**src/rtl/riscv_pkg.sv**
```systemverilog
// Shared control-path types for the five-stage RV32I core: result selects,
// forwarding selects and the per-stage control words carried down the pipeline.
package riscv_pkg;

  localparam logic [1:0] RESULT_ALU  = 2'b00;
  localparam logic [1:0] RESULT_LOAD = 2'b01;
  localparam logic [1:0] RESULT_PC4  = 2'b10;

  typedef enum logic [1:0] {
    FWD_RF  = 2'b00,
    FWD_WB  = 2'b01,
    FWD_MEM = 2'b10
  } fwd_sel_t;

  typedef struct packed {
    logic       reg_write;
    logic [1:0] result_src;
    logic       mem_write;
    logic       jump;
    logic       branch;
    logic       alu_src;
    logic [2:0] alu_control;
    logic [4:0] rs1;
    logic [4:0] rs2;
    logic [4:0] rd;
  } ctrl_e_t;

  typedef struct packed {
    logic       reg_write;
    logic [1:0] result_src;
    logic       mem_write;
    logic [4:0] rd;
  } ctrl_m_t;

  typedef struct packed {
    logic       reg_write;
    logic [1:0] result_src;
    logic [4:0] rd;
  } ctrl_w_t;

  // Memory-stage result is younger than Writeback, so it wins when both match.
  function automatic fwd_sel_t fwd_select(input logic [4:0] rs_e,
                                          input logic       reg_write_m,
                                          input logic [4:0] rd_m,
                                          input logic       reg_write_w,
                                          input logic [4:0] rd_w);
    fwd_select = FWD_RF;
    if (reg_write_m && (rd_m != '0) && (rs_e == rd_m)) begin
      fwd_select = FWD_MEM;
    end else if (reg_write_w && (rd_w != '0) && (rs_e == rd_w)) begin
      fwd_select = FWD_WB;
    end
  endfunction

endpackage

```
**src/rtl/ctrl_pipeline_if.sv**
```systemverilog
// Controller/datapath-facing bundle of ctrl_pipeline: decode-stage control in,
// stage-register control, hazard and forwarding selects and debug counters out.
interface ctrl_pipeline_if #(
  parameter int unsigned CNT_W = 16
) ();
  logic [1:0]       ResultSrcD;
  logic             MemWriteD;
  logic             ALUSrcD;
  logic             RegWriteD;
  logic             JumpD;
  logic             BranchD;
  logic [2:0]       ALUControlD;
  logic [4:0]       Rs1D;
  logic [4:0]       Rs2D;
  logic [4:0]       RdD;
  logic             ZeroE;

  logic             ALUSrcE;
  logic [2:0]       ALUControlE;
  logic             PCSrcE;
  logic             MemWriteM;
  logic [1:0]       ResultSrcW;
  logic             RegWriteW;
  logic [4:0]       RdW;
  logic [1:0]       ForwardAE;
  logic [1:0]       ForwardBE;
  logic             StallF;
  logic             StallD;
  logic             FlushD;
  logic [CNT_W-1:0] StallCount;
  logic [CNT_W-1:0] FlushCount;

  modport master (
    output ResultSrcD, MemWriteD, ALUSrcD, RegWriteD, JumpD, BranchD,
           ALUControlD, Rs1D, Rs2D, RdD, ZeroE,
    input  ALUSrcE, ALUControlE, PCSrcE, MemWriteM, ResultSrcW, RegWriteW,
           RdW, ForwardAE, ForwardBE, StallF, StallD, FlushD,
           StallCount, FlushCount
  );

  modport slave (
    input  ResultSrcD, MemWriteD, ALUSrcD, RegWriteD, JumpD, BranchD,
           ALUControlD, Rs1D, Rs2D, RdD, ZeroE,
    output ALUSrcE, ALUControlE, PCSrcE, MemWriteM, ResultSrcW, RegWriteW,
           RdW, ForwardAE, ForwardBE, StallF, StallD, FlushD,
           StallCount, FlushCount
  );
endinterface

```
**src/rtl/ctrl_pipeline_hazard.sv**
```systemverilog
// Combinational hazard logic: load-use stall, branch/jump redirect and flush,
// and ALU operand forwarding selects.
module hazard_unit
  import riscv_pkg::*;
(
  input  logic [1:0] result_src_e,
  input  logic [4:0] rd_e,
  input  logic       branch_e,
  input  logic       jump_e,
  input  logic [4:0] rs1_e,
  input  logic [4:0] rs2_e,
  input  logic       zero_e,
  input  logic       reg_write_m,
  input  logic [4:0] rd_m,
  input  logic       reg_write_w,
  input  logic [4:0] rd_w,
  input  logic [4:0] rs1_d,
  input  logic [4:0] rs2_d,
  output logic       lw_stall,
  output logic       pc_src,
  output logic       flush_d,
  output logic       flush_e,
  output logic       stall_f,
  output logic       stall_d,
  output fwd_sel_t   forward_a,
  output fwd_sel_t   forward_b
);

  always_comb begin
    lw_stall = (result_src_e == RESULT_LOAD) && (rd_e != '0) &&
               ((rs1_d == rd_e) || (rs2_d == rd_e));
    pc_src   = (branch_e && zero_e) || jump_e;
    // Stall outputs stay asserted alongside a redirect; the PC mux prefers PCSrcE.
    stall_f  = lw_stall;
    stall_d  = lw_stall;
    flush_d  = pc_src;
    flush_e  = lw_stall || pc_src;
    forward_a = fwd_select(rs1_e, reg_write_m, rd_m, reg_write_w, rd_w);
    forward_b = fwd_select(rs2_e, reg_write_m, rd_m, reg_write_w, rd_w);
  end

endmodule

```
**src/rtl/ctrl_pipeline.sv**
```systemverilog
// Execute/Memory/Writeback control pipeline registers with hazard detection,
// forwarding selects and saturating stall/flush debug counters.
module ctrl_pipeline
  import riscv_pkg::*;
#(
  parameter int unsigned CNT_W = 16
) (
  input  logic            clk,
  input  logic            reset,
  ctrl_pipeline_if.slave  bus
);

  ctrl_e_t          ctrl_e_d, ctrl_e_q;
  ctrl_m_t          ctrl_m_d, ctrl_m_q;
  ctrl_w_t          ctrl_w_d, ctrl_w_q;
  logic [CNT_W-1:0] stall_cnt_d, stall_cnt_q;
  logic [CNT_W-1:0] flush_cnt_d, flush_cnt_q;

  logic             lw_stall, pc_src, flush_d, flush_e, stall_f, stall_d;
  fwd_sel_t         forward_a, forward_b;

  hazard_unit u_hazard (
    .result_src_e (ctrl_e_q.result_src),
    .rd_e         (ctrl_e_q.rd),
    .branch_e     (ctrl_e_q.branch),
    .jump_e       (ctrl_e_q.jump),
    .rs1_e        (ctrl_e_q.rs1),
    .rs2_e        (ctrl_e_q.rs2),
    .zero_e       (bus.ZeroE),
    .reg_write_m  (ctrl_m_q.reg_write),
    .rd_m         (ctrl_m_q.rd),
    .reg_write_w  (ctrl_w_q.reg_write),
    .rd_w         (ctrl_w_q.rd),
    .rs1_d        (bus.Rs1D),
    .rs2_d        (bus.Rs2D),
    .lw_stall     (lw_stall),
    .pc_src       (pc_src),
    .flush_d      (flush_d),
    .flush_e      (flush_e),
    .stall_f      (stall_f),
    .stall_d      (stall_d),
    .forward_a    (forward_a),
    .forward_b    (forward_b)
  );

  always_comb begin
    ctrl_e_d = '0;
    if (!flush_e) begin
      ctrl_e_d.reg_write   = bus.RegWriteD;
      ctrl_e_d.result_src  = bus.ResultSrcD;
      ctrl_e_d.mem_write   = bus.MemWriteD;
      ctrl_e_d.jump        = bus.JumpD;
      ctrl_e_d.branch      = bus.BranchD;
      ctrl_e_d.alu_src     = bus.ALUSrcD;
      ctrl_e_d.alu_control = bus.ALUControlD;
      ctrl_e_d.rs1         = bus.Rs1D;
      ctrl_e_d.rs2         = bus.Rs2D;
      ctrl_e_d.rd          = bus.RdD;
    end

    ctrl_m_d.reg_write  = ctrl_e_q.reg_write;
    ctrl_m_d.result_src = ctrl_e_q.result_src;
    ctrl_m_d.mem_write  = ctrl_e_q.mem_write;
    ctrl_m_d.rd         = ctrl_e_q.rd;

    ctrl_w_d.reg_write  = ctrl_m_q.reg_write;
    ctrl_w_d.result_src = ctrl_m_q.result_src;
    ctrl_w_d.rd         = ctrl_m_q.rd;

    // Counters hold at all-ones rather than wrapping.
    stall_cnt_d = stall_cnt_q;
    if (lw_stall && (stall_cnt_q != '1)) begin
      stall_cnt_d = stall_cnt_q + 1'b1;
    end
    flush_cnt_d = flush_cnt_q;
    if (pc_src && (flush_cnt_q != '1)) begin
      flush_cnt_d = flush_cnt_q + 1'b1;
    end
  end

  always_ff @(posedge clk) begin
    if (reset) begin
      ctrl_e_q    <= '0;
      ctrl_m_q    <= '0;
      ctrl_w_q    <= '0;
      stall_cnt_q <= '0;
      flush_cnt_q <= '0;
    end else begin
      ctrl_e_q    <= ctrl_e_d;
      ctrl_m_q    <= ctrl_m_d;
      ctrl_w_q    <= ctrl_w_d;
      stall_cnt_q <= stall_cnt_d;
      flush_cnt_q <= flush_cnt_d;
    end
  end

  assign bus.ALUSrcE     = ctrl_e_q.alu_src;
  assign bus.ALUControlE = ctrl_e_q.alu_control;
  assign bus.PCSrcE      = pc_src;
  assign bus.MemWriteM   = ctrl_m_q.mem_write;
  assign bus.ResultSrcW  = ctrl_w_q.result_src;
  assign bus.RegWriteW   = ctrl_w_q.reg_write;
  assign bus.RdW         = ctrl_w_q.rd;
  assign bus.ForwardAE   = forward_a;
  assign bus.ForwardBE   = forward_b;
  assign bus.StallF      = stall_f;
  assign bus.StallD      = stall_d;
  assign bus.FlushD      = flush_d;
  assign bus.StallCount  = stall_cnt_q;
  assign bus.FlushCount  = flush_cnt_q;

endmodule

```
**src/flat_wrapper.sv**
```systemverilog
// flat-port wrapper written by rule: the top's interface ports become plain ports
module ctrl_pipeline_flat import riscv_pkg::*;
#(
  parameter int unsigned CNT_W = 16
)
  (clk, reset, bus_ResultSrcD, bus_MemWriteD, bus_ALUSrcD, bus_RegWriteD, bus_JumpD, bus_BranchD, bus_ALUControlD, bus_Rs1D, bus_Rs2D, bus_RdD, bus_ZeroE, bus_ALUSrcE, bus_ALUControlE, bus_PCSrcE, bus_MemWriteM, bus_ResultSrcW, bus_RegWriteW, bus_RdW, bus_ForwardAE, bus_ForwardBE, bus_StallF, bus_StallD, bus_FlushD, bus_StallCount, bus_FlushCount);
  ctrl_pipeline_if #(.CNT_W(CNT_W)) bus_i ();
  input  logic clk;
  input  logic reset;
  input wire logic [$bits(bus_i.ResultSrcD)-1:0] bus_ResultSrcD;
  input wire logic [$bits(bus_i.MemWriteD)-1:0] bus_MemWriteD;
  input wire logic [$bits(bus_i.ALUSrcD)-1:0] bus_ALUSrcD;
  input wire logic [$bits(bus_i.RegWriteD)-1:0] bus_RegWriteD;
  input wire logic [$bits(bus_i.JumpD)-1:0] bus_JumpD;
  input wire logic [$bits(bus_i.BranchD)-1:0] bus_BranchD;
  input wire logic [$bits(bus_i.ALUControlD)-1:0] bus_ALUControlD;
  input wire logic [$bits(bus_i.Rs1D)-1:0] bus_Rs1D;
  input wire logic [$bits(bus_i.Rs2D)-1:0] bus_Rs2D;
  input wire logic [$bits(bus_i.RdD)-1:0] bus_RdD;
  input wire logic [$bits(bus_i.ZeroE)-1:0] bus_ZeroE;
  output wire logic [$bits(bus_i.ALUSrcE)-1:0] bus_ALUSrcE;
  output wire logic [$bits(bus_i.ALUControlE)-1:0] bus_ALUControlE;
  output wire logic [$bits(bus_i.PCSrcE)-1:0] bus_PCSrcE;
  output wire logic [$bits(bus_i.MemWriteM)-1:0] bus_MemWriteM;
  output wire logic [$bits(bus_i.ResultSrcW)-1:0] bus_ResultSrcW;
  output wire logic [$bits(bus_i.RegWriteW)-1:0] bus_RegWriteW;
  output wire logic [$bits(bus_i.RdW)-1:0] bus_RdW;
  output wire logic [$bits(bus_i.ForwardAE)-1:0] bus_ForwardAE;
  output wire logic [$bits(bus_i.ForwardBE)-1:0] bus_ForwardBE;
  output wire logic [$bits(bus_i.StallF)-1:0] bus_StallF;
  output wire logic [$bits(bus_i.StallD)-1:0] bus_StallD;
  output wire logic [$bits(bus_i.FlushD)-1:0] bus_FlushD;
  output wire logic [$bits(bus_i.StallCount)-1:0] bus_StallCount;
  output wire logic [$bits(bus_i.FlushCount)-1:0] bus_FlushCount;
  assign bus_i.ResultSrcD = bus_ResultSrcD;
  assign bus_i.MemWriteD = bus_MemWriteD;
  assign bus_i.ALUSrcD = bus_ALUSrcD;
  assign bus_i.RegWriteD = bus_RegWriteD;
  assign bus_i.JumpD = bus_JumpD;
  assign bus_i.BranchD = bus_BranchD;
  assign bus_i.ALUControlD = bus_ALUControlD;
  assign bus_i.Rs1D = bus_Rs1D;
  assign bus_i.Rs2D = bus_Rs2D;
  assign bus_i.RdD = bus_RdD;
  assign bus_i.ZeroE = bus_ZeroE;
  assign bus_ALUSrcE = bus_i.ALUSrcE;
  assign bus_ALUControlE = bus_i.ALUControlE;
  assign bus_PCSrcE = bus_i.PCSrcE;
  assign bus_MemWriteM = bus_i.MemWriteM;
  assign bus_ResultSrcW = bus_i.ResultSrcW;
  assign bus_RegWriteW = bus_i.RegWriteW;
  assign bus_RdW = bus_i.RdW;
  assign bus_ForwardAE = bus_i.ForwardAE;
  assign bus_ForwardBE = bus_i.ForwardBE;
  assign bus_StallF = bus_i.StallF;
  assign bus_StallD = bus_i.StallD;
  assign bus_FlushD = bus_i.FlushD;
  assign bus_StallCount = bus_i.StallCount;
  assign bus_FlushCount = bus_i.FlushCount;
  ctrl_pipeline #(.CNT_W(CNT_W)) u_core (.clk(clk), .reset(reset), .bus(bus_i));
endmodule
```
**config.mk**
```make
export PLATFORM = sky130hd
export DESIGN_NAME = ctrl_pipeline_flat
export DESIGN_NICKNAME = d
export VERILOG_FILES = /design/src/rtl/riscv_pkg.sv /design/src/rtl/ctrl_pipeline_if.sv /design/src/rtl/ctrl_pipeline_hazard.sv /design/src/rtl/ctrl_pipeline.sv /design/src/flat_wrapper.sv
export SDC_FILE = /design/constraint.sdc
export NUM_CORES = 1
export LEC_CHECK = 0
export ABC_AREA = 1
export BUFFER_PORTS_ARGS = -buffer_cell sky130_fd_sc_hd__buf_2
export CAP_MARGIN = 40
export CORE_MARGIN = 2
export CORE_UTILIZATION = 30
export CTS_BUF_LIST = sky130_fd_sc_hd__clkbuf_16
export CTS_CLUSTER_DIAMETER = 100
export DETAILED_ROUTE_END_ITERATION = 10
export SLEW_MARGIN = 15
export SYNTH_ARGS = -nofsm -noshare
export SYNTH_HDL_FRONTEND = slang
export SYNTH_SLANG_ARGS = --single-unit
```
**constraint.sdc**
```tcl
create_clock -name clk -period 1.95 [get_ports clk]
set_input_delay 0.39 -clock clk [delete_from_list [all_inputs] [get_ports clk]]
set_output_delay 0.39 -clock clk [all_outputs]
set_load 0.005 [all_outputs]
```
# Word level (Yosys, flattened, before mapping)
# Cells that the tools add are included.
[classes]
addsub = 2
n_mul = 0
div_mod_pow = 0
magnitude_cmp = 0
eq_ne = 9
shifts = 0
mux = 4
bitwise = 0
reduce_logical = 18
[op_table]
columns = ["cell", "count"]
rows = [
  ["adder 16 x 1 -> 16 bit, second input constant", 2],
  ["inequality test 16 bit, second input constant", 2],
  ["equality test 5 bit", 6],
  ["nonzero test 5 bit", 3],
  ["logical AND 1 bit", 11],
  ["two-way mux 2 bit", 2],
  ["logical OR 1 bit", 3],
  ["equality test 2 x 1 -> 1 bit, second input constant", 1],
  ["two-way mux 1 bit", 2],
  ["OR reduction 2 bit", 1],
]
[totals]
ff_bits = 74
latch_bits = 0
ram_bits = 0
rom_bits = 0
output_inout_bits = 53
memories = 0

# Longest topological paths before layout
# Gate-level depths: netlist (run 1).
[depth]
depth_word = 5
ltp_mapped = 11

# Modules after synthesis
# From an unflattened synthesis (run 1), not the netlist that was laid out.
[hier_totals]
cells_unflattened = 545
hier_area_um2 = 3687.3
[modules_own_cells]
columns = ["mod", "n_inst", "cells_per_inst", "area_each_um2", "seq_area_each_um2"]
rows = [
  ["ctrl_pipeline", 1, 443, 3150.5, 1481.4],
  ["hazard_unit", 1, 102, 536.8, 0.0],
]

# Least setup slack after synthesis (run 1)
# Ideal clock, no wire load.
[synth_timing]
path_kind = "reg-to-reg"
from = "register u_core.flush_cnt_q[0] (netlist: u_core.bus.FlushCount[0])"
to = "register u_core.flush_cnt_q[11] (netlist: u_core.bus.FlushCount[11])"
arrival_time_ps = 1393
path_slack_ps = 442
stages_incl_launch_ff = 10
path_buffers = 1
synth_period_minus_slack_ps = 1508
path_cell_list = "dfxtp_1 > ha_1 > nand3_2 > nor3_4 > nand3_2 > nand2_4 > inv_4 > buf_6 > a21oi_1 > nor2_1"
[synth_via]
elab_chain_len = 2
word_cells_on_any_way = 3
[synth_lines]
columns = ["element", "line_no", "source"]
rows = [
  ["start: declaration", "ctrl_pipeline.sv:17", "logic [CNT_W-1:0] flush_cnt_d, flush_cnt_q;"],
  ["start signal: assignment", "ctrl_pipeline.sv:93", "flush_cnt_q <= flush_cnt_d;"],
  ["parallel branches: the longest is 2 deep, another holds adder 16 x 1 -> 16 bit", "-", ""],
]
# Several ways; the timed one is not identified.
# A chain may end at the register's enable or synchronous reset.

# Worst setup path after layout (run 1)
[layout_timing]
from = "register u_core.ctrl_m_q[4] in the netlist's numbering"
to = "output port bus_ForwardAE[0]"
[layout_via]
elab_chain_len = 4
word_cells_on_any_way = 5
[layout_lines]
columns = ["element", "line_no", "source"]
rows = [
  ["start: declaration", "ctrl_pipeline.sv:14", "ctrl_m_t ctrl_m_d, ctrl_m_q;"],
  ["start signal: assignment", "ctrl_pipeline.sv:90", "ctrl_m_q <= ctrl_m_d;"],
  ["nonzero test 5 bit", "riscv_pkg.sv:48", "if (reg_write_m && (rd_m != '0) && (rs_e == rd_m)) begin"],
  ["logical AND 1 bit", "riscv_pkg.sv:48", ""],
  ["logical AND 1 bit (*)", "riscv_pkg.sv:48", ""],
  ["two-way mux 2 bit (*)", "riscv_pkg.sv:48", ""],
  ["end: declaration", "flat_wrapper.sv:28", "output wire logic [$bits(bus_i.ForwardAE)-1:0] bus_ForwardAE;"],
]
# Mark *: on every way between the ends. The rest lies on a longest branch, timed or not.

==> impl_metrics.tcl, run 1 <==
set metrics [dict create \
    fp.dieArea_mm2 0.0129 \
    drc_errors 0 \
    synthXorXnorAreaFrac_pct 8.03 \
    outcome "completed" \
    hpwl_um 6330 \
    path_clk_slew_ns 0.06 \
    synth.ff_latch_count 74 \
    skew_ns 0.00584 \
    grt_pass1_vias 3115 \
    worstSetupPathDepth 5 \
    synth_top_family_by_area "simple AND/OR/NAND/NOR gates" \
    rows 40 \
    core-area_mm2 0.0119 \
    critPathMaxFanout 4 \
    grt_max_degree 28 \
    fin_util_pct 37.2 \
    post_cts_buffers 0 \
    post_synth_fa_ha_maj_area_fraction_pct 0.695 \
    tightest_slew_ns 0.473 \
    layout_commonest_cell "nand2_1" \
    yosys.area.top_type "dfxtp_1" \
    grt_pass1_wl_um 14100 \
    syn-instance-count 512 \
    io_pins 81 \
    worstSkewPairLatency_ns 0.33 \
    r2r-end "u_core.bus.FlushCount[0]" \
    path_delay_family "simple AND/OR/NAND/NOR gates" \
    slew_violations 0 \
    synth_top_cell_area_share_pct 41.2 \
    gr-total-overflow 0 \
    initial_utilization_pct 30.3 \
    wire_per_inst_um 11.4 \
    track_usage_pct 13.7 \
    seq_area_frac_synth_pct 41.2 \
    die_x_um 114 \
    ant_nets 0 \
    post_drt_via_cell_ratio 4.42 \
    critical_path_buf_inv_count 1 \
    cp_cell_sequence "xnor2_1 -> nand3_1 -> nor4_1 -> nor2_1 -> buf_2" \
    relSlewSlack_pct 68.4 \
    fin_crit_ns 1.88 \
    syn_area_mm2 0.00360 \
    place_congestion 0.852 \
    synth_compound_area_share_pct 3.16 \
    place_inst 725 \
    setup_viol 0 \
    cap_violations 0 \
    peakVddDrop_uv 289 \
    final_cell_mix "nand2_1, nor2_1, inv_1, buf_2, dfxtp_1" \
    holdBufCountCts 0 \
    wl_um 8440 \
    antenna_found_initial 0 \
    endpoint_kind "primary output" \
    critical_path.startpoint_type "flop" \
    fp.dieH_um 114 \
    n_fill_cell 1244 \
    cts_tree "yes" \
    drive_gt1_share_pct 21.0 \
    htree_levels 3 \
    root_buffer "clkbuf_16" \
    synth-simple-area-share_pct 34.4 \
    rr_worst_depth 8 \
    holdPathStages 3 \
    syn_area_per_cell_um2 7.03 \
    p_leak_nw 2.20 \
    cts-buffers-inserted 9 \
    fin_hold_ws_ns 0.269 \
    min_from "bus_RdD[4]" \
    diodes 0 \
    crit_slowest_cell "dfxtp_1" \
    critPathMaxStageDelay_ns 0.39 \
    clock_sink_count 74 \
    instances_no_fill 741 \
    synth_cell_types 32 \
    io_buffers 80 \
    synth.area.top_cells "dfxtp_1, nand2_1, nor2_1, inv_1, xor2_1" \
    crit_type "flop to primary output" \
    synth_nets 542 \
    min_period_over_period_pct 96.4 \
    drt_iter0_drc 134 \
    hold_viol_final 0 \
    cts_buffer_depth 2 \
    rsz0062_at_grt "yes" \
    reg2reg_from "u_core.bus.FlushCount[0]" \
    nets 619 \
    r2r_setup_slack_ns 0.19 \
    dr.pass1.iters 4 \
    setup_tns_ns 0 \
    power_density_mw_per_mm2 805 \
    min_delay_worst_endpoint "u_core.ctrl_e_q[4]" \
    worstPathArrival_ns 1.49 \
    vias 3275 \
    synthToLayoutAreaGrowth_pct 22.7 \
    ys_warn_count 0 \
    synth_mux_area_share_pct 0 \
    fmax_mhz 532 \
    required_ns 1.56 \
    holdCritPathClass "primary input to flop" \
]
## timing repair
item	4_1_cts	5_1_grt
pin swaps	0	3
endpoints found under the setup margin	2	15
gates resized for setup	2	9
## worst register-to-register path: stages, from the launching register on
cell	delay [ns]
dfxtp_1	0.40
ha_1	0.21
nand3_2	0.12
nor3_4	0.23
nand3_2	0.13
nand2_4	0.20
inv_4	0.12
o21ai_0	0.18
a21oi_1	0.06
## state kept, by name, indices dropped and copies added, names as in the netlist
signal / count
u_core.ctrl_e_q: 21
u_core.bus.FlushCount: 16
u_core.bus.StallCount: 16
u_core.ctrl_m_q: 8
u_core.bus.RdW: 5
u_core.bus.ALUControlE: 3
u_core.bus.ResultSrcW: 2
u_core.bus.ALUSrcE: 1
u_core.bus.MemWriteM: 1
u_core.bus.RegWriteW: 1
## layer usage
layer / wire length, µm / track usage [%]
met5: 0 / 0
met4: 223 / 7.07
met3: 453 / 2.82
met2: 4020 / 22.6
met1: 3750 / 16.8
## cell usage after synthesis
cell,number
a21oi_1,12
a31oi_1,1
buf_1,1
buf_2,2
buf_4,9
buf_6,3
clkbuf_1,3
dfxtp_1,74
ha_1,2
inv_1,84
inv_2,1
inv_4,1
nand2_1,108
nand2_2,1
nand2_4,1
nand3_1,20
nand3_2,5
nand3b_1,1
nand3b_2,1
nand4_1,14
nand4_2,2
nor2_1,102
nor2_2,1
nor2_4,3
nor3_1,12
nor3_4,1
nor3b_1,3
nor4_1,2
o21ai_0,8
o21bai_1,1
xnor2_1,16
xor2_1,17
## logic make-up (layout without fill, tap and decap cells)
group	Yosys count	in the layout
adder cells (fa/ha/maj)	2	2
XOR/XNOR	33	33
AO/OA/AOI/OAI	22	22
AND/OR/NAND/NOR	277	277
buffers and inverters	104	186
flip-flops	74	74
## cell type report
cell class,instances,area [µm²],area share [%]
Multi-Input combinational cell,334,1690,38.2
Sequential cell,74,1490,33.7
Timing Repair Buffer,84,430,9.75
Inverter,86,325,7.37
Clock buffer,9,225,5.10
Tap cell,147,184,4.17
Clock inverter,7,77.6,1.76
## metrics by stage
stage	worst slack, ns	cell area, µm²	total power, W
2_1_floorplan	0.442	3600	0.00183
3_3_place_gp	0.121	4090	0.00191
3_5_place_dp	0.0949	4090	0.00192
4_1_cts	0.00832	4390	0.00360
5_1_grt	-0.0411	4420	0.00372
6_report	0.0708	4420	0.00356
## worst max-delay path by stage
stage,from,end
finish,u_core.ctrl_m_q[4],bus_ForwardAE[0]
global route,u_core.ctrl_m_q[4],bus_ForwardAE[0]
detailed placement,bus_Rs2D[4],u_core.bus.StallCount[2]
CTS,u_core.ctrl_m_q[2],bus_ForwardBE[0]
floorplan,u_core.bus.FlushCount[0],u_core.bus.FlushCount[11]
global placement,bus_Rs1D[4],u_core.bus.StallCount[13]
## power breakdown
group	internal (W)	switching (W)	leakage, nW
registers	0.00157	0.0000421	0.605
logic	0.000114	0.000163	1.45
clock network	0.000999	0.000672	0.148
Power figures use the tool's default switching activity.
==> inputs of run 2 (changes only) <==
--- a/config.mk
+++ b/config.mk
@@ -8,11 +8,14 @@
 export ABC_AREA = 1
 export BUFFER_PORTS_ARGS = -buffer_cell sky130_fd_sc_hd__buf_2
 export CAP_MARGIN = 40
+export CELL_PAD_IN_SITES_DETAIL_PLACEMENT = 0
+export CELL_PAD_IN_SITES_GLOBAL_PLACEMENT = 1
 export CORE_MARGIN = 2
 export CORE_UTILIZATION = 30
 export CTS_BUF_LIST = sky130_fd_sc_hd__clkbuf_16
 export CTS_CLUSTER_DIAMETER = 100
 export DETAILED_ROUTE_END_ITERATION = 10
+export PLACE_DENSITY_LB_ADDON = 0.1
 export SLEW_MARGIN = 15
 export SYNTH_ARGS = -nofsm -noshare
 export SYNTH_HDL_FRONTEND = slang
==> run 2 against run 1 <==
Clock power is 15% lower. Largest cell class unchanged. Final area is 1.2% higher. Clock skew hardly changed. Critical endpoint is now bus_ForwardBE[0].
==> impl_metrics.tcl, run 2 (same netlist as run 1, synthesis figures left out) <==
set metrics [dict create \
    outcome "completed" \
    path_delay_family "flip-flops" \
    hold_viol_final 0 \
    internal-power_w 0.00253 \
    fmax_mhz 540 \
    fp.dieArea_mm2 0.0129 \
    wire_per_inst_um 11.6 \
    ant_nets 0 \
    critPathMaxFanout 3 \
    rows 40 \
    p_clk_share_pct 42.6 \
    fp.dieH_um 114 \
    slew_violations 0 \
    grt_max_degree 28 \
    fin_crit_ns 1.85 \
    hpwl_um 6510 \
    drive_gt1_share_pct 23.0 \
    critical_path_buf_inv_count 2 \
    worstSetupPathDepth 6 \
    cts-buffers-inserted 9 \
    tightest_slew_ns 0.453 \
    layout_commonest_cell "nand2_1" \
    cap_violations 0 \
    skew_ns 0.00609 \
    peakVddDrop_uv 301 \
    wl_um 8690 \
    antenna_found_initial 0 \
    dr.pass1.iters 4 \
    cp_cell_sequence "inv_1 -> nand4_1 -> o21ai_2 -> nor3_2 -> nor3_1 -> buf_2" \
    post_drt_via_cell_ratio 4.29 \
    vias 3208 \
    critical_path.startpoint_type "flop" \
    rr_worst_depth 9 \
    worstPathArrival_ns 1.46 \
    n_fill_cell 1319 \
    power_w 0.00333 \
    setup_viol 0 \
    nets 629 \
    io_buffers 80 \
    place_congestion 0.838 \
    reg2reg_from "u_core.bus.FlushCount[1]" \
    critPathMaxStageDelay_ns 0.36 \
    required_ns 1.56 \
    p_leak_nw 2.22 \
    final_cell_mix "nand2_1, nor2_1, inv_1, buf_2, dfxtp_1" \
    top_register "u_core.ctrl_e_q" \
    gr-total-overflow 0 \
    grt_pass1_vias 3073 \
    place_inst 730 \
    core-area_mm2 0.0119 \
    grt_pass1_wl_um 14700 \
    largest_reg_flops 21 \
    netSwitchingFraction_pct 24.1 \
    endpoint_kind "primary output" \
    initial_utilization_pct 30.3 \
    cts_buffer_depth 2 \
    p_switching_w 0.000804 \
    instances_no_fill 748 \
    io_pins 81 \
    holdCritPathClass "primary input to flop" \
    htree_levels 3 \
    power_density_mw_per_mm2 746 \
    drt_iter0_drc 80 \
    diodes 0 \
    cts_tree "yes" \
    min_from "bus_RdD[0]" \
    crit_slowest_cell "dfxtp_1" \
    drc_errors 0 \
    combPwrFrac_pct 9.1 \
    clock_sink_count 74 \
    min_period_over_period_pct 94.9 \
    root_buffer "clkbuf_16" \
    crit_type "flop to primary output" \
    relSlewSlack_pct 69.5 \
    worstSkewPairLatency_ns 0.32 \
    path_clk_slew_ns 0.06 \
    die_x_um 114 \
    pwr-share-seq_pct 48.3 \
    holdPathStages 3 \
    synthToLayoutAreaGrowth_pct 24.1 \
    crit_path_start "u_core.ctrl_m_q[3]" \
    track_usage_pct 14.3 \
]
run 2: power groups by stage:
stage	clock, W	sequential, W	combinational, W
floorplan	0	0.00163	0.000194
global placement	0	0.00164	0.000285
detailed placement	0	0.00164	0.000288
CTS	0.00147	0.00161	0.000289
global route	0.00155	0.00162	0.000344
finish	0.00142	0.00161	0.000302
run 2: worst paths after layout:
check | endpoint | slack (ns)
worst max-delay path | bus_ForwardBE[0] | 0.1
worst min-delay path | u_core.ctrl_e_q[0] | 0.27
worst max register to register | u_core.bus.FlushCount[3] | 0.15
worst min register to register | u_core.bus.MemWriteM | 0.40
run 2: layout make-up:
type | count | area (µm²) | share of cell area [%]
multi-input combinational | 334 | 1700 | 38.1
inverter | 86 | 325 | 7.28
clock inverter | 4 | 22.5 | 0.504
clock buffer | 9 | 225 | 5.04
sequential | 74 | 1490 | 33.4
timing repair buffer | 94 | 518 | 11.6
tap | 147 | 184 | 4.12
run 2: per-stage QoR:
step / hold WS, ns / instance area [µm²] / TNS [ns] / utilization (%) / setup slack, ns
2_1_floorplan: 0.388 / 3600 / 0 / - / 0.442
3_3_place_gp: 0.392 / 4140 / 0 / 34.9 / 0.208
3_5_place_dp: 0.397 / 4140 / 0 / 34.9 / 0.183
4_1_cts: 0.261 / 4390 / -0.0177 / 37.0 / -0.0116
5_1_grt: 0.257 / 4470 / -0.00337 / 37.7 / -0.00337
6_report: 0.270 / 4470 / 0 / 37.7 / 0.0991
run 2: per-layer routing:
| metal | GRT usage, % | part of all wire [%] | up-vias |
|---|---|---|---|
| met2 | 23.0 | 46 | 54 |
| met5 | 0 | 0 | - |
| met3 | 3.56 | 4.5 | 5 |
| li1 | - | - | 1724 |
| met1 | 18.8 | 48 | 1425 |
| met4 | 4.88 | 0.94 | 0 |
run 2: timing repair:
item | 4_1_cts | 5_1_grt
hold buffers | 0 | 0
buffers inserted | 0 | 5
endpoints found under the setup margin | 3 | 8
resized for setup | 2 | 17
pin swaps | 0 | 7
run 2: tightest hold or removal path, delay by kind of cell:
kind	cells	cell delay, ns
buffers and inverters	2	0.13
AND/OR/NAND/NOR	1	0.03
==> inputs of run 3 (changes only) <==
--- a/config.mk
+++ b/config.mk
@@ -11,7 +11,7 @@
 export CELL_PAD_IN_SITES_DETAIL_PLACEMENT = 0
 export CELL_PAD_IN_SITES_GLOBAL_PLACEMENT = 1
 export CORE_MARGIN = 2
-export CORE_UTILIZATION = 30
+export CORE_UTILIZATION = 38
 export CTS_BUF_LIST = sky130_fd_sc_hd__clkbuf_16
 export CTS_CLUSTER_DIAMETER = 100
 export DETAILED_ROUTE_END_ITERATION = 10
==> run 3 against run 2 <==
Global-route usage is 2.5 points higher. Via count barely moved. Maximum frequency rose by 1.2%. Final area is 0.81% lower. Critical endpoint unchanged.
==> impl_metrics.tcl, run 3 (same netlist as run 1, synthesis figures left out) <==
set metrics [dict create \
    outcome "completed" \
    instances_no_fill 707 \
    clock_sink_count 74 \
    wl_um 8170 \
    path_clk_slew_ns 0.06 \
    worstSkewPairLatency_ns 0.33 \
    place_inst 693 \
    crit_type "flop to primary output" \
    grt_pass1_vias 2959 \
    root_buffer "clkbuf_16" \
    io_buffers 80 \
    fmax_mhz 547 \
    htree_levels 3 \
    nets 623 \
    grt_max_degree 28 \
    tightest_slew_ns 0.513 \
    fp.dieArea_mm2 0.0103 \
    reg2reg_from "u_core.bus.FlushCount[0]" \
    hold_viol_final 0 \
    hpwl_um 6090 \
    p_switching_w 0.000828 \
    cts_tree "yes" \
    ant_nets 0 \
    p_leak_nw 2.23 \
    relSlewSlack_pct 65.5 \
    cts_buffer_depth 2 \
    die_x_um 101 \
    initial_utilization_pct 39.1 \
    rows 35 \
    fp.dieH_um 101 \
    vias 3209 \
    r2r-end "u_core.bus.FlushCount[8]" \
    fin_hold_ws_ns 0.261 \
    holdPathStages 3 \
    r2r_setup_slack_ns 0.28 \
    holdCritPathClass "primary input to flop" \
    skew_ns 0.00593 \
    post_drt_via_cell_ratio 4.54 \
    min_from "bus_RdD[0]" \
    final_cell_mix "nand2_1, nor2_1, inv_1, buf_2, dfxtp_1" \
    largest_reg_flops 21 \
    min_delay_worst_endpoint "u_core.ctrl_e_q[0]" \
    io_pins 81 \
    n_fill_cell 961 \
    holdBufCountCts 0 \
    power_density_mw_per_mm2 818 \
    pwr-share-seq_pct 44.4 \
    peakVddDrop_uv 413 \
    setup_viol 0 \
    critPathMaxFanout 3 \
    grt_pass1_wl_um 13600 \
    rr_worst_depth 9 \
    track_usage_pct 16.8 \
    pre_cts_ws_ns 0.210 \
    combPwrFrac_pct 8.0 \
    netSwitchingFraction_pct 22.9 \
    internal-power_w 0.00279 \
    drive_gt1_share_pct 22.3 \
    worstPathArrival_ns 1.44 \
    min_period_over_period_pct 93.8 \
    fin_util_pct 48.2 \
    regArea_mm2 0.00149 \
    wire_per_inst_um 11.6 \
    dr.pass1.iters 6 \
    multi_input_area_mm2 0.00170 \
    drc_errors 0 \
    cap_violations 0 \
    fin_ws_ns 0.121 \
    slew_violations 0 \
    synthToLayoutAreaGrowth_pct 23.1 \
    fin_crit_ns 1.83 \
    endpoint_kind "primary output" \
    p_clk_share_pct 47.6 \
    cts-buffers-inserted 9 \
    fin_area_mm2 0.00443 \
    antenna_found_initial 0 \
    layout_commonest_cell "nand2_1" \
    place_congestion 0.874 \
    drt_iter0_drc 90 \
    gr-total-overflow 0 \
    required_ns 1.56 \
    rsz0062_at_grt "yes" \
    diodes 0 \
    critical_path.startpoint_type "flop" \
    placed_cell_area_mm2 0.00409 \
    top_register "u_core.ctrl_e_q" \
    core-area_mm2 0.00920 \
]
==> run 3: changes by cell type in the layout (fill, tap and decap cells not counted), sizes merged <==
cell | before | now
buf | 94 | 88
bufinv | 0 | 2
clkinvlp | 2 | 1
==> run 3: timing repair <==
item / 4_1_cts / 5_1_grt
resized for setup: 0 / 15
setup buffers: 0 / 0
endpoints found under the setup margin: 0 / 5
==> run 3: cell type report <==
type                            count  share of cell area, %
Clock inverter                      5                   1.84
Tap cell                          111                   3.13
Timing Repair Buffer               88                   10.7
Inverter                           86                   7.34
Clock buffer                        9                   5.08
Multi-Input combinational cell    334                   38.3
Sequential cell                    74                   33.6
==> run 3: critical path: stages (launching register included) <==
cell and delay, ns:
dfxtp_1 0.35, inv_1 0.09, nand4_1 0.11, o21ai_1 0.24, nor3_2 0.09, nor3_2 0.10, buf_2 0.13
==> run 3: through the flow <==
step,total power [W],setup TNS [ns]
after floorplan,0.00183,0
after global placement,0.00192,0
after detailed placement,0.00192,0
after CTS,0.00366,0
after global routing,0.00378,-0.0211
final,0.00362,0
==> run 3: worst max-delay path by stage <==
stage	depth (start not counted)	slack, ns	from	end
global route	9	-0.02	u_core.ctrl_e_q[1]	bus_StallD
CTS	9	0.002	u_core.ctrl_e_q[0]	bus_StallF
finish	6	0.12	u_core.ctrl_m_q[3]	bus_ForwardBE[0]
global placement	11	0.25	bus_Rs2D[4]	u_core.ctrl_e_q[3]
detailed placement	11	0.21	bus_Rs2D[4]	u_core.ctrl_e_q[4]
floorplan	9	0.44	u_core.bus.FlushCount[0]	u_core.bus.FlushCount[11]
==> run 3: power groups by stage <==
stage          combinational [W]  clock [W]  sequential, W
2_1_floorplan           0.000194          0        0.00163
3_3_place_gp            0.000280          0        0.00164
3_5_place_dp            0.000283          0        0.00164
4_1_cts                 0.000284    0.00177        0.00161
5_1_grt                 0.000329    0.00183        0.00162
6_report                0.000288    0.00173        0.00161
==> run 3: routing by layer <==
layer  track usage (%)  up-vias  part of all wire (%)
met5                 0        -                     0
met4              6.76        0                   1.3
met3              3.80       12                   5.4
met2              26.6       73                    44
met1              22.3     1411                    49
li1                  -     1713                     -
